[config.mk]
export PLATFORM = sky130hd
export DESIGN_NAME = fp_match_sched_flat
export DESIGN_NICKNAME = d
export VERILOG_FILES = /design/src/rtl/fp_pkg.sv /design/src/rtl/fp_match_sched_if.sv /design/src/rtl/fp_key_edge.sv /design/src/rtl/fp_match_sched.sv /design/src/flat_wrapper.sv
export SDC_FILE = /design/constraint.sdc
export NUM_CORES = 1
export LEC_CHECK = 0
export ABC_AREA = 1
export CAP_MARGIN = 20
export CELL_PAD_IN_SITES_DETAIL_PLACEMENT = 2
export CELL_PAD_IN_SITES_GLOBAL_PLACEMENT = 2
export CORE_ASPECT_RATIO = 0.7
export CORE_MARGIN = 4
export CORE_UTILIZATION = 28
export DETAILED_ROUTE_END_ITERATION = 8
export GPL_ROUTABILITY_DRIVEN = 0
export MAX_ROUTING_LAYER = met4
export PLACE_DENSITY = 0.85
export SLEW_MARGIN = 5
export SYNTH_ARGS = -nofsm -noshare
export SYNTH_HDL_FRONTEND = slang
export SYNTH_HIERARCHICAL = 1
export SYNTH_SLANG_ARGS = --single-unit
[constraint.sdc]
create_clock -name clk -period 1.5 [get_ports clk]
set_input_delay 0.15 -clock clk [delete_from_list [all_inputs] [get_ports clk]]
set_output_delay 0.15 -clock clk [all_outputs]
set_load 0.01 [all_outputs]
[src/rtl/fp_pkg.sv]
// Shared types and constants for the fingerprint match scheduler.
// Contents:
//   state_t         scheduler FSM states
//   mode_t          whether the active capture is an enrollment or a check
//   SLOT_*          RAM slot numbers that appear on write_sel
//   RES_*           values of result_code
//   slot_onehot()   template index -> fp_start one-hot code
package fp_pkg;

  typedef enum logic [2:0] {
    IDLE      = 3'd0,
    CAP       = 3'd1,
    CMP_ISSUE = 3'd2,
    CMP_WAIT  = 3'd3,
    REPORT    = 3'd4
  } state_t;

  typedef enum logic {
    ENROLL = 1'b0,
    CHECK  = 1'b1
  } mode_t;

  localparam logic [1:0] SLOT_A     = 2'd0;
  localparam logic [1:0] SLOT_B     = 2'd1;
  localparam logic [1:0] SLOT_PROBE = 2'd2;

  localparam logic [1:0] RES_NO_MATCH = 2'b00;
  localparam logic [1:0] RES_MATCH    = 2'b01;
  localparam logic [1:0] RES_NO_TMPL  = 2'b10;
  localparam logic [1:0] RES_TIMEOUT  = 2'b11;

  // Template 0 is compared through fp_start[0], template 1 through fp_start[1].
  function automatic logic [1:0] slot_onehot(input logic idx);
    return idx ? 2'b10 : 2'b01;
  endfunction

endpackage

[src/rtl/fp_match_sched_if.sv]
// Bundle of key, capture, comparator and result signals around the scheduler.
// Modports:
//   master  scheduler side: drives write_sel/write_en/fp_start/tmpl_valid/
//           busy/result_*, samples keys, frame_done, fp_state, fp_match
//   slave   environment side (keys, capture engine, comparator)
//
// Handshake semantics: the scheduler raises write_en and holds it until
// frame_done is seen high on a rising edge (or the timeout fires); frame_done
// is a single-cycle completion pulse. A compare is requested by a one-cycle
// fp_start pulse; the comparator acknowledges by raising fp_state while busy,
// and its verdict on fp_match is taken in the first cycle fp_state is low
// again. result_valid is a one-cycle pulse with no back-pressure; result_code
// and result_idx stay stable until the next pulse.
interface fp_match_sched_if;
  logic       update_in;
  logic       check_in;
  logic       frame_done;
  logic       fp_state;
  logic       fp_match;
  logic [1:0] write_sel;
  logic       write_en;
  logic [1:0] fp_start;
  logic [1:0] tmpl_valid;
  logic       busy;
  logic       result_valid;
  logic [1:0] result_code;
  logic       result_idx;

  modport master (
    input  update_in, check_in, frame_done, fp_state, fp_match,
    output write_sel, write_en, fp_start, tmpl_valid, busy,
           result_valid, result_code, result_idx
  );

  modport slave (
    output update_in, check_in, frame_done, fp_state, fp_match,
    input  write_sel, write_en, fp_start, tmpl_valid, busy,
           result_valid, result_code, result_idx
  );
endinterface

[src/rtl/fp_key_edge.sv]
// Rising-edge detector for one debounced key level.
// Ports:
//   clk, rst_n  clock and synchronous active-low reset
//   level       debounced key level
//   rise        high for the one cycle where level is 1 and was 0 last cycle
module fp_key_edge (
  input  logic clk,
  input  logic rst_n,
  input  logic level,
  output logic rise
);
  logic prev;

  always_ff @(posedge clk) begin
    if (!rst_n) prev <= 1'b0;
    else        prev <= level;
  end

  assign rise = level & ~prev;
endmodule

[src/rtl/fp_match_sched.sv]
// Enrollment / verification scheduler for a two-template fingerprint matcher.
// An update key captures a template into slot A or B (alternating); a check
// key captures a probe image and compares it against each valid template,
// lowest index first, reporting match / no match / no template / timeout.
// Ports:
//   clk, rst_n  clock and synchronous active-low reset
//   bus         fp_match_sched_if.master (keys, capture, comparator, result)
//   state_dbg   current FSM state
// Parameters:
//   TIMEOUT_CYC max cycles spent in CAP or CMP_WAIT before giving up
//   TO_W        timeout counter width (TIMEOUT_CYC < 2**TO_W)
module fp_match_sched
  import fp_pkg::*;
#(
  parameter int unsigned TIMEOUT_CYC = 50_000_000,
  parameter int unsigned TO_W        = 26
) (
  input  logic             clk,
  input  logic             rst_n,
  fp_match_sched_if.master bus,
  output state_t           state_dbg
);

  localparam logic [TO_W-1:0] TO_LAST = TO_W'(TIMEOUT_CYC - 1);

  logic upd_rise, chk_rise;

  fp_key_edge u_upd_edge (.clk(clk), .rst_n(rst_n), .level(bus.update_in), .rise(upd_rise));
  fp_key_edge u_chk_edge (.clk(clk), .rst_n(rst_n), .level(bus.check_in),  .rise(chk_rise));

  state_t          state, state_nxt;
  mode_t           mode, mode_nxt;
  logic            ptr, ptr_nxt;
  logic            cur, cur_nxt;
  logic            seen, seen_nxt;
  logic [TO_W-1:0] cnt, cnt_nxt;
  logic [1:0]      write_sel, write_sel_nxt;
  logic            write_en, write_en_nxt;
  logic [1:0]      tmpl_valid, tmpl_valid_nxt;
  logic            result_valid, result_valid_nxt;
  logic [1:0]      result_code, result_code_nxt;
  logic            result_idx, result_idx_nxt;

  always_ff @(posedge clk) begin
    if (!rst_n) begin
      state        <= IDLE;
      mode         <= ENROLL;
      ptr          <= 1'b0;
      cur          <= 1'b0;
      seen         <= 1'b0;
      cnt          <= '0;
      write_sel    <= SLOT_A;
      write_en     <= 1'b0;
      tmpl_valid   <= 2'b00;
      result_valid <= 1'b0;
      result_code  <= RES_NO_MATCH;
      result_idx   <= 1'b0;
    end else begin
      state        <= state_nxt;
      mode         <= mode_nxt;
      ptr          <= ptr_nxt;
      cur          <= cur_nxt;
      seen         <= seen_nxt;
      cnt          <= cnt_nxt;
      write_sel    <= write_sel_nxt;
      write_en     <= write_en_nxt;
      tmpl_valid   <= tmpl_valid_nxt;
      result_valid <= result_valid_nxt;
      result_code  <= result_code_nxt;
      result_idx   <= result_idx_nxt;
    end
  end

  // result_valid is raised together with the move into REPORT, so it is high
  // exactly for the single REPORT cycle.
  always_comb begin
    state_nxt        = state;
    mode_nxt         = mode;
    ptr_nxt          = ptr;
    cur_nxt          = cur;
    seen_nxt         = seen;
    cnt_nxt          = cnt;
    write_sel_nxt    = write_sel;
    write_en_nxt     = write_en;
    tmpl_valid_nxt   = tmpl_valid;
    result_valid_nxt = 1'b0;
    result_code_nxt  = result_code;
    result_idx_nxt   = result_idx;

    case (state)
      IDLE: begin
        // Update wins over a simultaneous check; edges seen in other states
        // are simply ignored.
        if (upd_rise) begin
          write_sel_nxt = ptr ? SLOT_B : SLOT_A;
          write_en_nxt  = 1'b1;
          mode_nxt      = ENROLL;
          cnt_nxt       = '0;
          state_nxt     = CAP;
        end else if (chk_rise) begin
          if (tmpl_valid == 2'b00) begin
            result_valid_nxt = 1'b1;
            result_code_nxt  = RES_NO_TMPL;
            result_idx_nxt   = 1'b0;
            state_nxt        = REPORT;
          end else begin
            write_sel_nxt = SLOT_PROBE;
            write_en_nxt  = 1'b1;
            mode_nxt      = CHECK;
            cnt_nxt       = '0;
            state_nxt     = CAP;
          end
        end
      end

      CAP: begin
        if (bus.frame_done) begin
          write_en_nxt = 1'b0;
          if (mode == ENROLL) begin
            tmpl_valid_nxt[ptr] = 1'b1;
            ptr_nxt             = ~ptr;
            state_nxt           = IDLE;
          end else begin
            // At least one template is valid here: start from slot 0 if it
            // is present, otherwise slot 1.
            cur_nxt   = ~tmpl_valid[0];
            state_nxt = CMP_ISSUE;
          end
        end else if (cnt == TO_LAST) begin
          write_en_nxt = 1'b0;
          if (mode == ENROLL) begin
            state_nxt = IDLE;
          end else begin
            result_valid_nxt = 1'b1;
            result_code_nxt  = RES_TIMEOUT;
            result_idx_nxt   = 1'b0;
            state_nxt        = REPORT;
          end
        end else begin
          cnt_nxt = cnt + TO_W'(1);
        end
      end

      CMP_ISSUE: begin
        cnt_nxt   = '0;
        seen_nxt  = 1'b0;
        state_nxt = CMP_WAIT;
      end

      CMP_WAIT: begin
        if (bus.fp_state) seen_nxt = 1'b1;
        // A low fp_state only counts once the comparator has been seen busy,
        // so the cycles before it picks up fp_start are not mistaken for done.
        if (!bus.fp_state && seen) begin
          if (bus.fp_match) begin
            result_valid_nxt = 1'b1;
            result_code_nxt  = RES_MATCH;
            result_idx_nxt   = cur;
            state_nxt        = REPORT;
          end else if (!cur && tmpl_valid[1]) begin
            cur_nxt   = 1'b1;
            state_nxt = CMP_ISSUE;
          end else begin
            result_valid_nxt = 1'b1;
            result_code_nxt  = RES_NO_MATCH;
            result_idx_nxt   = 1'b0;
            state_nxt        = REPORT;
          end
        end else if (cnt == TO_LAST) begin
          result_valid_nxt = 1'b1;
          result_code_nxt  = RES_TIMEOUT;
          result_idx_nxt   = 1'b0;
          state_nxt        = REPORT;
        end else begin
          cnt_nxt = cnt + TO_W'(1);
        end
      end

      REPORT: state_nxt = IDLE;

      default: state_nxt = IDLE;
    endcase
  end

  assign bus.write_sel    = write_sel;
  assign bus.write_en     = write_en;
  assign bus.fp_start     = (state == CMP_ISSUE) ? slot_onehot(cur) : 2'b00;
  assign bus.tmpl_valid   = tmpl_valid;
  assign bus.busy         = (state != IDLE);
  assign bus.result_valid = result_valid;
  assign bus.result_code  = result_code;
  assign bus.result_idx   = result_idx;
  assign state_dbg        = state;

endmodule

[src/flat_wrapper.sv]
// flat-port wrapper written by rule: the top's interface ports become plain ports
module fp_match_sched_flat import fp_pkg::*;
#(
  parameter int unsigned TIMEOUT_CYC = 50_000_000,
  parameter int unsigned TO_W        = 26
)
  (clk, rst_n, state_dbg, bus_update_in, bus_check_in, bus_frame_done, bus_fp_state, bus_fp_match, bus_write_sel, bus_write_en, bus_fp_start, bus_tmpl_valid, bus_busy, bus_result_valid, bus_result_code, bus_result_idx);
  fp_match_sched_if bus_i ();
  input  logic clk;
  input  logic rst_n;
  output state_t state_dbg;
  input wire logic [$bits(bus_i.update_in)-1:0] bus_update_in;
  input wire logic [$bits(bus_i.check_in)-1:0] bus_check_in;
  input wire logic [$bits(bus_i.frame_done)-1:0] bus_frame_done;
  input wire logic [$bits(bus_i.fp_state)-1:0] bus_fp_state;
  input wire logic [$bits(bus_i.fp_match)-1:0] bus_fp_match;
  output wire logic [$bits(bus_i.write_sel)-1:0] bus_write_sel;
  output wire logic [$bits(bus_i.write_en)-1:0] bus_write_en;
  output wire logic [$bits(bus_i.fp_start)-1:0] bus_fp_start;
  output wire logic [$bits(bus_i.tmpl_valid)-1:0] bus_tmpl_valid;
  output wire logic [$bits(bus_i.busy)-1:0] bus_busy;
  output wire logic [$bits(bus_i.result_valid)-1:0] bus_result_valid;
  output wire logic [$bits(bus_i.result_code)-1:0] bus_result_code;
  output wire logic [$bits(bus_i.result_idx)-1:0] bus_result_idx;
  assign bus_i.update_in = bus_update_in;
  assign bus_i.check_in = bus_check_in;
  assign bus_i.frame_done = bus_frame_done;
  assign bus_i.fp_state = bus_fp_state;
  assign bus_i.fp_match = bus_fp_match;
  assign bus_write_sel = bus_i.write_sel;
  assign bus_write_en = bus_i.write_en;
  assign bus_fp_start = bus_i.fp_start;
  assign bus_tmpl_valid = bus_i.tmpl_valid;
  assign bus_busy = bus_i.busy;
  assign bus_result_valid = bus_i.result_valid;
  assign bus_result_code = bus_i.result_code;
  assign bus_result_idx = bus_i.result_idx;
  fp_match_sched #(.TIMEOUT_CYC(TIMEOUT_CYC), .TO_W(TO_W)) u_core (.clk(clk), .rst_n(rst_n), .bus(bus_i), .state_dbg(state_dbg));
endmodule
* Word-level counts from Yosys, hierarchy flattened
Index checks and enable logic that the tools add are counted.
** Operators by class
- Add/subtract/negate cells :: 1
- Multipliers :: 0
- Divide/modulo/power cells :: 0
- $lt $le $gt $ge :: 2
- Equal/unequal tests :: 22
- Shifts and indexed selects :: 0
- Multiplexer cells :: 74
- Bitwise logic cells :: 8
- Reduce and logical (&&, ||, !) cells :: 22
** Operator list (number)
- 2-to-1 mux 26 bit :: 6
- case mux 26 bit (4 select lines) :: 1
- 2-to-1 mux 1 bit :: 33
- 2-to-1 mux 2 bit :: 16
- 2-to-1 mux 3 bit :: 10
- adder 26 x 1 -> 26 bit, second input constant :: 1
- equality test 26 bit, second input constant :: 1
- inequality test 2 bit, second input constant :: 7
- inequality test 2 x 1 -> 1 bit, second input constant :: 6
- case mux 3 bit (4 select lines) :: 1
- AND reduction 3 bit :: 3
- AND reduction 9 bit :: 1
- nonzero test 2 bit :: 4
- equality test 3 x 2 -> 1 bit, second input constant :: 2
- inequality test 3 x 2 -> 1 bit, second input constant :: 2
- case mux 1 bit (2 select lines) :: 3
- case mux 1 bit (3 select lines) :: 2
- case mux 2 bit (3 select lines) :: 1
- AND reduction 6 bit :: 1
- nonzero test 3 bit :: 2
- NOT 1 bit :: 5
- AND reduction 5 bit :: 1
- inequality test 4 bit, second input constant :: 1
- AND reduction 4 bit :: 1
- other kinds (14) :: 18
** Word-level totals
- Register bits after elaboration :: 44
- Latch bits :: 0
- RAM bits :: 0
- Bits in read-only memories :: 0
- Input bits :: 7
- Word-level logic and storage cells :: 143
- Memories kept :: 0

* Logic depth before layout (Yosys ltp)
Gate-level depths: netlist (run 1).
- Depth in word-level cells :: 6
- Mapped depth :: 12

* By module
The synthesis (run 1) kept the hierarchy.
** By module, submodules not included
- fp_match_sched :: times used 1, cells each 413, area an instance 2552.4 um^2, sequential area each 820.8 um^2
- fp_key_edge :: times used 2, cells each 5, area an instance 37.5 um^2, sequential area each 20.0 um^2

* Worst setup path before layout (run 1)
Ideal clock, no wire load.
- Path kind :: register to register
- From :: register u_core.cnt[0]
- To :: register u_core.cnt[4]
- Setup time :: 115 ps
- Arrival :: 1469 ps
- Setup slack :: -83 ps
- Stages on the path, launching flop included :: 11
- Period minus slack after synthesis :: 1583 ps
- Path through :: dfxtp_1 ha_1 nand2_2 nor2_8 nand2_2 nor2_4 nand3_4 nand2_4 buf_6 nor2_1 o21a_1
** Between the ends
- Word-level cells in the longest chain between the ends :: 4
- Elaborated cells between the ends (all ways) :: 6
- Those cells by class :: add/sub: 1; eq/ne: 1; mux: 4
** Ends and longest elaborated chain
- start, declared :: line fp_match_sched.sv:36 : logic [TO_W-1:0] cnt, cnt_nxt;
- start signal, assigned :: line fp_match_sched.sv:64 : cnt <= cnt_nxt;
- adder 26 x 1 -> 26 bit or equality test 26 bit (tied branches)
- 2-to-1 mux 26 bit (*) :: line fp_match_sched.sv:129, fp_match_sched.sv:169
- 2-to-1 mux 26 bit (on tied branches) :: line fp_match_sched.sv:154, fp_match_sched.sv:117
- case mux 26 bit (4 select lines) (*) :: line fp_match_sched.sv:90 : case (state)
Every way passes the cells marked *; elsewhere a longest branch is shown, timed or not. The select of a mux whose other input is x is not followed.
A chain may end at the register's enable or synchronous reset.

* Worst setup path in the final report (run 1)
- From :: register u_core.cnt[8]
- To :: register u_core.cnt[22]
Same word-level chain as after synthesis.

==> metrics.txt, run 1 <==
run status finished, violations left; failing checks setup timing; Total Power 3.450 mW; Yosys top cell area share approximately a third; worst hold path type primary input to flip-flop; period utilisation layout 139.3%; combinational power share roughly 30%; antenna cells 0; Seq/Total Area, Yosys 32.76%; top cells by area, synth dfxtp_1, nand2_1, nor2_1; CTS Buffer Depth 2; final-layout fill cell count around 1100; Crit path arrival time between 2 and 2.5 ns; H-tree level count 2; main combinational cell family by area after synthesis simple AND/OR/NAND/NOR gates; Sink Count 43; Critical Path Sink Type flip-flop; core area 9107 um2; first-pass GRT wire length ~25 mm; Leak between 2 and 2.5 nW; post-DP HPWL around 11 mm; pwr dens 765.6 nW/um2; most common cell in the netlist nand2_1; switching power between 1 and 1.5 mW; Post-Syn Area per Cell ~6.2 um2; Clock Pin Slew Worst Setup and Hold Paths 0.07 ns; Layout area overhead 71.52%; worst-skew pair later-pin latency 0.31 ns; chip height around 89 um; final instance area between 4000 and 5000 um2; skew final between 0.009 and 0.01 ns; fmax approximately 480 MHz; Root Driver clkbuf_16; effective utilization at floorplan between 20 and 30%; min setup slack post-route -0.5901 ns; Remaining DRCs 0; Avg WL per Cell between 20 and 30 um; multiplexer share of the synthesized area 0%; CTS tree done; min Tclk post-route between 2 and 2.5 ns; DRT antenna net count 0; compound-cell area share of the yosys netlist about a tenth; # IOs 22; Yosys cell types 33; worst path required time between 1.5 and 2 ns; sequential cell area between 800 and 900 um2; syn nets about 430; number of global-route vias before repair about 4000; EDFF count, synth 0; part of the power in the clock network about a third; peak supply drop around 0.97 mV; Cells after Synth between 400 and 500; Yosys top cell by area dfxtp_1; fin cells 687; Pint approximately 2.2 mW; Crit Path Category flip-flop to flip-flop; grt ovf 0; placed insts 659; DP Area roughly 3700 um2; share of cells above drive strength 1 43.16%; XOR/XNOR Fraction of Synth Area under 10%; Inserted Clock Buffers 5; Total Neg Setup Slack -14.64 ns; Mapped Area roughly 2600 um2; post-synthesis sequential element count 43; routed wire length just under 20 mm; Max Cap Viol 0; RSZ-0062 raised after global routing yes; Startpoint Class flip-flop; area occupied by multi-input gates 1937 um2; crit path max fanout 4; synth cell count leaders nand2_1, nor2_1, inv_1, dfxtp_1, nand3_1; Via Count between 3000 and 4000; largest net degree at the start of global routing 15; die width between 100 and 150 um; Final Hold Viols 0; Die ar. about 11000 um2; drt initial violations around 250; Final Max Slew Viols 0; Synth Warn # 6; Port-buffer cells 21; layout net count 570; Std-Cell Rows 29; gr usage total between 30% and 40%; sequential share of power approximately 35%; Async SR Flop Fraction 0%; Worst-Margin Slew between 0.3 and 0.4 ns; Slew headroom 74.42%; ys flop type dfxtp_1; Final setup viols 34; adder-cell area share of the yosys netlist less than 1%; Post-Synth Simple-Gate Area 43.43%; initial antenna violation count 0; Sw Ratio between 30 and 40%; vias per inst between 5 and 6; DRT Pass-1 Iters 5
==> critical path, stage by stage (launching register included) <==
cell and delay (ns):
dfxtp_1 0.47, nand2_1 0.21, buf_4 0.19, nor2_1 0.19, nand2_1 0.10, nor2_1 0.33
nand3_1 0.16, nand2_1 0.16, nand3_2 0.10, o21ai_2 0.10
==> logic make-up (layout without fill, tap and decap cells) <==
kind of cell,count (synthesis),in the layout
compound gates,47,47
fa+ha+maj,1,1
simple gates,256,256
buf+inv,67,207
flops,43,43
xor+xnor,9,9
==> power by group through the flow <==
stage	clock (mW)	sequential, mW	combinational (mW)
final	1.18	1.22	1.05
after floorplan	0	1.24	0.311
after CTS	1.13	1.21	0.886
after global routing	1.26	1.22	1.08
after global placement	0	1.23	0.624
after detailed placement	0	1.23	0.676
==> per-stage QoR <==
step / hold slack [ns] / worst slack [ns] / util [%]
6_report: 0.2061 / -0.5901 / 49.48
5_1_grt: 0.1902 / -0.6019 / 49.48
4_1_cts: 0.4376 / -0.2539 / 46.12
3_5_place_dp: 0.4489 / -0.6219 / 40.64
3_3_place_gp: 0.4480 / -0.4032 / 40.64
2_1_floorplan: 0.2435 / -0.03855 / -
==> what timing repair did <==
item | in CTS | in global routing
hold buffers | 0 | 0
hold endpoints to repair | 0 | 0
pin swaps | 23 | 11
buffers inserted | 13 | 8
endpoints found under the setup margin | 40 | 43
resized for setup | 92 | 73
cloned | 0 | 0
==> layer usage <==
| layer | part of all wire (%) | track usage, % |
|---|---|---|
| met5 | 0 | - |
| met4 | 5.3 | 11.46 |
| met3 | 6.4 | 6.452 |
| met2 | 49 | 57.04 |
| met1 | 40 | 35.74 |
==> registers in the layout, indices dropped and copies added, names as in the netlist <==
name                     count
u_core/cnt                  26
u_core/cur                   1
u_core/bus.result_idx        1
u_core/u_upd_edge/prev       1
u_core/bus.tmpl_valid        2
u_core/bus.write_sel         1
u_core/bus.result_code       2
u_core/mode                  1
u_core/bus.result_valid      1
u_core/ptr                   1
u_core/u_chk_edge/prev       1
u_core/bus.write_en          1
u_core/seen                  1
u_core/state_dbg             3
==> cell usage in the layout, fill, tap and decap left out, types with 7 or more instances in the layout <==
master	instances
nand4_1	9
buf_4	104
nand2_4	12
buf_6	11
nor2_4	17
nand3_2	7
dfxtp_1	32
nor2_1	47
inv_1	50
clkdlybuf4s50_1	13
nand2_1	93
dfxtp_2	8
xor2_1	8
a21oi_1	11
nand2_2	19
nand3_1	22
inv_2	7
nor2_2	16
o21ai_0	11
==> area by class of cell <==
class / count / share of cell area (%)
clock buffer: 7 / 2.943
sequential: 43 / 19.57
clock inverter: 1 / 0.1110
multi-input combinational: 313 / 42.98
inverter: 60 / 5.330
tap: 124 / 3.443
timing repair buffer: 139 / 25.62
==> final timing paths <==
check | to | slack, ns | start | cells after the start
setup / recovery | u_core/cnt[22]$_SDFFE_PN0P_ | -0.59 | u_core/cnt[8]$_SDFFE_PN0P_ | 9
hold / removal | u_core/seen$_SDFFE_PN0P_ | 0.21 | bus_fp_state | 3
setup reg to reg | u_core/cnt[22]$_SDFFE_PN0P_ | -0.59 | u_core/cnt[8]$_SDFFE_PN0P_ | 9
hold reg to reg | u_core/bus.write_en$_SDFFE_PN0P_ | 0.49 | u_core/bus.write_en$_SDFFE_PN0P_ | 2
Note: power is estimated with default switching activity, not from simulation.
==> run 2: changes to the inputs <==
Settings changed: CORE_UTILIZATION 28 to 31, DONT_BUFFER_PORTS from default to 1, PLACE_DENSITY 0.85 to 0.86.
==> run 2 against run 1 <==
Compared with the run above: the run now fails in global routing (5_1_grt); synthesized cell count unchanged; synthesized area unchanged.
==> metrics.txt, run 2 <==
run status stopped before the end; stopping stage global routing (5_1_grt); stop err [ERROR DPL-0033] detailed placement checks failed during check placement.; die width about 120 um; ys flop type dfxtp_1; post-DP HPWL about 11 mm; H-tree level count 2; synth cell count leaders nand2_1, nor2_1, inv_1, dfxtp_1, nand3_1; Cells after Synth ~420; Seq/Total Area, Yosys about a third; Port-buffer cells 0; Yosys cell types 33; most common cell in the netlist nand2_1; GR repair worst EP u_core/cnt[6]$_SDFFE_PN0P_/D; Yosys top cell area share between 30% and 40%; Inserted Clock Buffers 5; post-synthesis sequential element count 43; Async SR Flop Fraction 0%; # IOs 22; Synth Warn # 6; chip height between 80 and 90 um; CTS Buffer Depth 2; Worst EP kind sequential cell input; Sink Count 43; effective utilization at floorplan between 30% and 40%; syn nets between 400 and 500; largest net degree at the start of global routing 15; EDFF count, synth 0; initial antenna violation count 1; top cells by area, synth dfxtp_1, nand2_1, nor2_1; Mapped Area approximately 2600 um2; Post-Syn Area per Cell ~6.2 um2; Std-Cell Rows 27; Root Driver clkbuf_16; Yosys top cell by area dfxtp_1
run 2: what timing repair did:
action                                  4_1_cts
endpoints found under the setup margin       36
pin swaps                                    23
setup buffers                                 7
hold endpoints to repair                      6
gates resized for setup                      74
hold buffers                                  4
run 2: cells by family after synthesis:
group                    share of synthesized area [%]
AO/OA/AOI/OAI                                    9.858
XOR/XNOR                                         3.000
adder cells (fa/ha/maj)                         0.4761
buffers and inverters                            10.48
flip-flops                                       32.76
AND/OR/NAND/NOR                                  43.43
run 2: through the flow:
step | setup TNS, ns | setup slack (ns) | std cells | cell area [um2]
after CTS | -5.656 | -0.2145 | 620 | 3812
after detailed placement | -7.487 | -0.3399 | 603 | 3372
after global placement | -1.247 | -0.1250 | 603 | 3372
after floorplan | -0.06362 | -0.03855 | 423 | 2650
==> run 3: changes to the inputs <==
Settings changed: CELL_PAD_IN_SITES_DETAIL_PLACEMENT 2 to default, CELL_PAD_IN_SITES_GLOBAL_PLACEMENT 2 to default, CORE_ASPECT_RATIO 0.7 to default, CORE_UTILIZATION 31 to 28, MAX_ROUTING_LAYER met4 to default, PLACE_DENSITY 0.86 to default, PLACE_DENSITY_LB_ADDON from default to 0.15.
Clock period 1.5 ns to 2 ns, I/O delays scaled along.
==> run 3 against run 2 <==
Compared with the run above: the flow now finishes without violations.
==> metrics.txt, run 3 (synthesis gave the netlist of run 1 again) <==
pwr dens 625.7 nW/um2; H-tree level count 2; Total Power 1.868 mW; # IOs 22; Top reg by flops u_core/cnt; fmax 549.7 MHz; Inserted Clock Buffers 5; die width 104.9 um; skew final 0.006260 ns; Std-Cell Rows 35; flip-flop count of the largest register after layout 26; Max Cap Viol 0; gr usage total between 10 and 15%; Remaining DRCs 0; Root Driver clkbuf_8; min Tclk post-route between 1.5 and 2 ns; Final setup viols 0; vias per inst about 4.6; worst-skew pair later-pin latency approximately 0.30 ns; Sw Ratio a little under a third; Min-Delay Path Depth 2; grt ovf 0; initial antenna violation count 0; CTS tree done; Via Count around 2500; RSZ-0062 raised after global routing no; DRT antenna net count 0; sequential cell area roughly 860 um2; peak supply drop about 0.34 mV; part of the power in the clock network 33.7%; Final Hold Viols 0; worst hold path type primary input to flip-flop; Total Neg Setup Slack 0 ns; switching power 560.8 uW; commonest non-fill, non-tap cell in the layout nand2_1; Startpoint Class flip-flop; share of cells above drive strength 1 11.49%; CTS Buffer Depth 2; Avg WL per Cell 13.23 um; core area 9196 um2; routed wire length 7.345 mm; final-layout fill cell count 1010; post-layout util about a third; antenna cells 0; Crit path arrival time ~2.0 ns; Sink Count 43; DP Worst Slack approximately 0.10 ns; CP most frequent cell nand2_2; worst path required time ~2.2 ns; Critical Path Sink Type flip-flop; sequential share of power 48.8%; Final Max Slew Viols 0; post-DP HPWL approximately 5.7 mm; Port-buffer cells 0; worst r2r path cells 10; largest net degree at the start of global routing 16; commonest cells after routing, fill and taps aside nand2_1, nor2_1, inv_1; Leak approximately 1.3 nW; DRT Pass-1 Iters 4; Slew headroom between 70% and 80%; Pint between 1 and 1.5 mW; first-pass GRT wire length 12.40 mm; Clock Pin Slew Worst Setup and Hold Paths about 0.080 ns; min setup slack post-route 0.1807 ns; cell family with most CP delay simple AND/OR/NAND/NOR gates; Die ar. 11000 um2; area occupied by multi-input gates roughly 1500 um2; CP peak stage delay between 0.3 and 0.4 ns; Buf+Inv Stages, Crit Path 1; effective utilization at floorplan between 20% and 30%; Crit Path Category flip-flop to flip-flop; layout net count ~450; Hold Slack around 0.024 ns; Worst-Margin Slew a little over 0.3 ns; period utilisation layout between 90% and 100%; CP Depth 10; drt initial violations roughly 130; chip height 104.9 um; Layout area overhead 13.62%; combinational power share between 10% and 20%; number of global-route vias before repair approximately 2500; Post-CTS Setup Inserts 0; crit-path cells ha_1, nand2_2, nor2_8, nand2_2, nor2_4, nand3_4, nand2_4, buf_4, nor2_1, o21a_1; crit path max fanout 12; run status complete, no violations; Slowest-stage cell, CP dfxtp_1
[run 3: routing by layer]
layer	vias up	global-route usage, %	wire length, um
met5	-	0	0
met4	0	3.843	108
met3	10	2.594	218
met2	38	22.14	3257
met1	1138	19.07	3759
li1	1361	-	-
[run 3: worst register-to-register path: cells and delay by family, from the launching register on]
family / cells / cell delay [ns]
flip-flops: 1 / 0.39
adder cells (fa/ha/maj): 1 / 0.19
AND/OR/NAND/NOR: 7 / 0.75
AO/OA/AOI/OAI: 1 / 0.16
buffers and inverters: 1 / 0.21
[run 3: what timing repair did]
| action | 4_1_cts | 5_1_grt |
|---|---|---|
| endpoints found under the hold margin | 2 | 0 |
| setup endpoints to repair | 0 | 7 |
| resized for setup | 0 | 2 |
| hold buffers | 4 | 0 |
[run 3: through the flow]
| stage | cells | area [um2] |
|---|---|---|
| 2_1_floorplan | 423 | 2628 |
| 3_3_place_gp | 543 | 2836 |
| 3_5_place_dp | 543 | 2836 |
| 4_1_cts | 555 | 2977 |
| 5_1_grt | 555 | 2985 |
| 6_report | 555 | 2985 |
[run 3: power by group through the flow]
stage / combinational (mW) / sequential (mW) / clock, mW
final: 0.327 / 0.912 / 0.629
after global routing: 0.367 / 0.917 / 0.682
after CTS: 0.324 / 0.913 / 0.661
after detailed placement: 0.317 / 0.933 / 0
after global placement: 0.317 / 0.933 / 0
after floorplan: 0.231 / 0.927 / 0
[run 3: worst paths after layout]
path                                 endpoint                       start  slack [ns]
hold reg to reg      u_core/seen$_SDFFE_PN0P_    u_core/seen$_SDFFE_PN0P_        0.47
setup / recovery   u_core/cnt[4]$_SDFFE_PN0P_  u_core/cnt[1]$_SDFFE_PN0P_        0.18
setup reg to reg   u_core/cnt[4]$_SDFFE_PN0P_  u_core/cnt[1]$_SDFFE_PN0P_        0.18
hold / removal    u_core/cnt[13]$_SDFFE_PN0P_                       rst_n        0.02
[run 3: final cells by class]
class | count | share of cell area [%]
Tap cell | 111 | 4.652
Clock buffer | 8 | 3.353
Inverter | 60 | 7.670
Sequential cell | 43 | 28.83
Timing Repair Buffer | 20 | 5.365
Multi-Input combinational cell | 313 | 50.13
==> run 4: changes to the inputs <==
Settings changed: PLACE_DENSITY_LB_ADDON 0.15 to 0.08.
==> run 4 against run 3 <==
Compared with the run above: wire length is 4.3% higher; critical path type unchanged; power is 1.7% lower; largest cell class unchanged; worst hold slack worse by 0.012 ns.
==> metrics.txt, run 4 (synthesis gave the netlist of run 1 again) <==
crit path max fanout 12; combinational power share 18.6%; skew final a little over 0.008 ns; final-layout fill cell count 1046; Clock Pin Slew Worst Setup and Hold Paths approximately 0.080 ns; die width 104.9 um; RSZ-0062 raised after global routing no; CTS tree done; layout net count between 400 and 500; largest net degree at the start of global routing 16; Worst-Margin Slew ~0.33 ns; Final setup viols 0; period utilisation layout 92.59%; Inserted Clock Buffers 5; core area 9196 um2; placed insts 547; Sw Ratio roughly 31%; number of global-route vias before repair roughly 2600; min Tclk post-route between 1.5 and 2 ns; Root Driver clkbuf_8; routed wire length around 7.7 mm; Crit Path Category flip-flop to flip-flop; CTS Buffer Depth 2; Hold Slack around 0.012 ns; grt ovf 0; Post-CTS Setup Inserts 0; Max Cap Viol 0; chip height 104.9 um; Remaining DRCs 0; Via Count about 2600; Std-Cell Rows 35; H-tree level count 2; Critical Path Sink Type flip-flop; final instance area between 3000 and 4000 um2; Pint 1.267 mW; worst hold path type primary input to flip-flop; antenna cells 0; initial antenna violation count 0; fmax between 500 and 600 MHz; fin cells 559; # IOs 22; sequential share of power between 40% and 50%; Sink Count 43; first-pass GRT wire length approximately 13 mm; post-DP HPWL 6.035 mm; gr usage total 14.69%; share of cells above drive strength 1 between 10 and 15%; DRT antenna net count 0; Die ar. 11000 um2; Avg WL per Cell between 10 and 15 um; vias per inst between 4 and 5; pwr dens 609.6 nW/um2; worst path required time 2.20 ns; Final Hold Viols 0; area occupied by multi-input gates about 1500 um2; Crit path arrival time a little over 2 ns; part of the power in the clock network around a third; peak supply drop 0.3048 mV; worst-skew pair later-pin latency ~0.30 ns; effective utilization at floorplan between 20% and 30%; commonest non-fill, non-tap cell in the layout nand2_1; Final Max Slew Viols 0; DP Area 2867 um2; switching power roughly 570 uW; Layout area overhead 14.67%; DRT Pass-1 Iters 4; post-layout util about a third; drt initial violations around 120; run status complete, no violations; Port-buffer cells 0; Startpoint Class flip-flop; flip-flop count of the largest register after layout 26; commonest cells after routing, fill and taps aside nand2_1, nor2_1, inv_1; Slew headroom between 70 and 80%; sequential cell area roughly 860 um2; Total Neg Setup Slack 0 ns; Top reg by flops u_core/cnt; Leak between 1 and 1.5 nW
## run 4: cell type report
type | instances | share of cell area [%]
inverters | 60 | 7.600
flip-flops and latches | 43 | 28.57
multi-input cells | 313 | 49.67
well taps | 111 | 4.610
clock buffers | 6 | 2.741
clock inverters | 1 | 0.1661
repair buffers | 25 | 6.645
## run 4: power by group through the flow
stage	Sequential, mW	Clock (mW)	Combinational, mW
2_1_floorplan	0.927	0	0.231
3_3_place_gp	0.930	0	0.331
3_5_place_dp	0.931	0	0.329
4_1_cts	0.911	0.614	0.339
5_1_grt	0.914	0.646	0.388
6_report	0.910	0.585	0.341
## run 4: repair_timing
item | CTS | global route
gates resized for setup | 0 | 2
hold buffers | 5 | 0
endpoints found under the setup margin | 0 | 7
hold endpoints to repair | 3 | 0
## run 4: stage by stage
step,worst slack [ns],power (mW)
3_3_place_gp,0.1834,1.261
4_1_cts,0.09983,1.864
3_5_place_dp,0.1023,1.260
2_1_floorplan,0.4167,1.158
5_1_grt,0.003252,1.948
6_report,0.1481,1.837
## run 4: routing by layer
metal,wire length (um),global-route usage [%],part of all wire (%),vias up
met5,0,0,0,-
met3,261,2.965,3.4,7
met1,3988,21.04,52,1161
met4,79,3.655,1.0,0
met2,3332,22.50,43,27
li1,-,-,-,1365
## run 4: worst paths after layout
kind / startpoint / to / slack (ns) / cells after the start
worst max-delay path: u_core/cnt[1]$_SDFFE_PN0P_ / u_core/cnt[4]$_SDFFE_PN0P_ / 0.15 / 10
worst min-delay path: rst_n / u_core/cnt[13]$_SDFFE_PN0P_ / 0.01 / 2
worst max register to register: u_core/cnt[1]$_SDFFE_PN0P_ / u_core/cnt[4]$_SDFFE_PN0P_ / 0.15 / 10
worst min register to register: u_core/seen$_SDFFE_PN0P_ / u_core/seen$_SDFFE_PN0P_ / 0.47 / 2
## run 4: critical path, cell delays in order (launching register included)
cell     delay [ns]
dfxtp_1        0.38
ha_1           0.19
nand2_2        0.10
nor2_8         0.16
nand2_2        0.09
nor2_4         0.11
nand3_4        0.11
nand2_4        0.15
buf_4          0.22
nor2_1         0.06
o21a_1         0.17
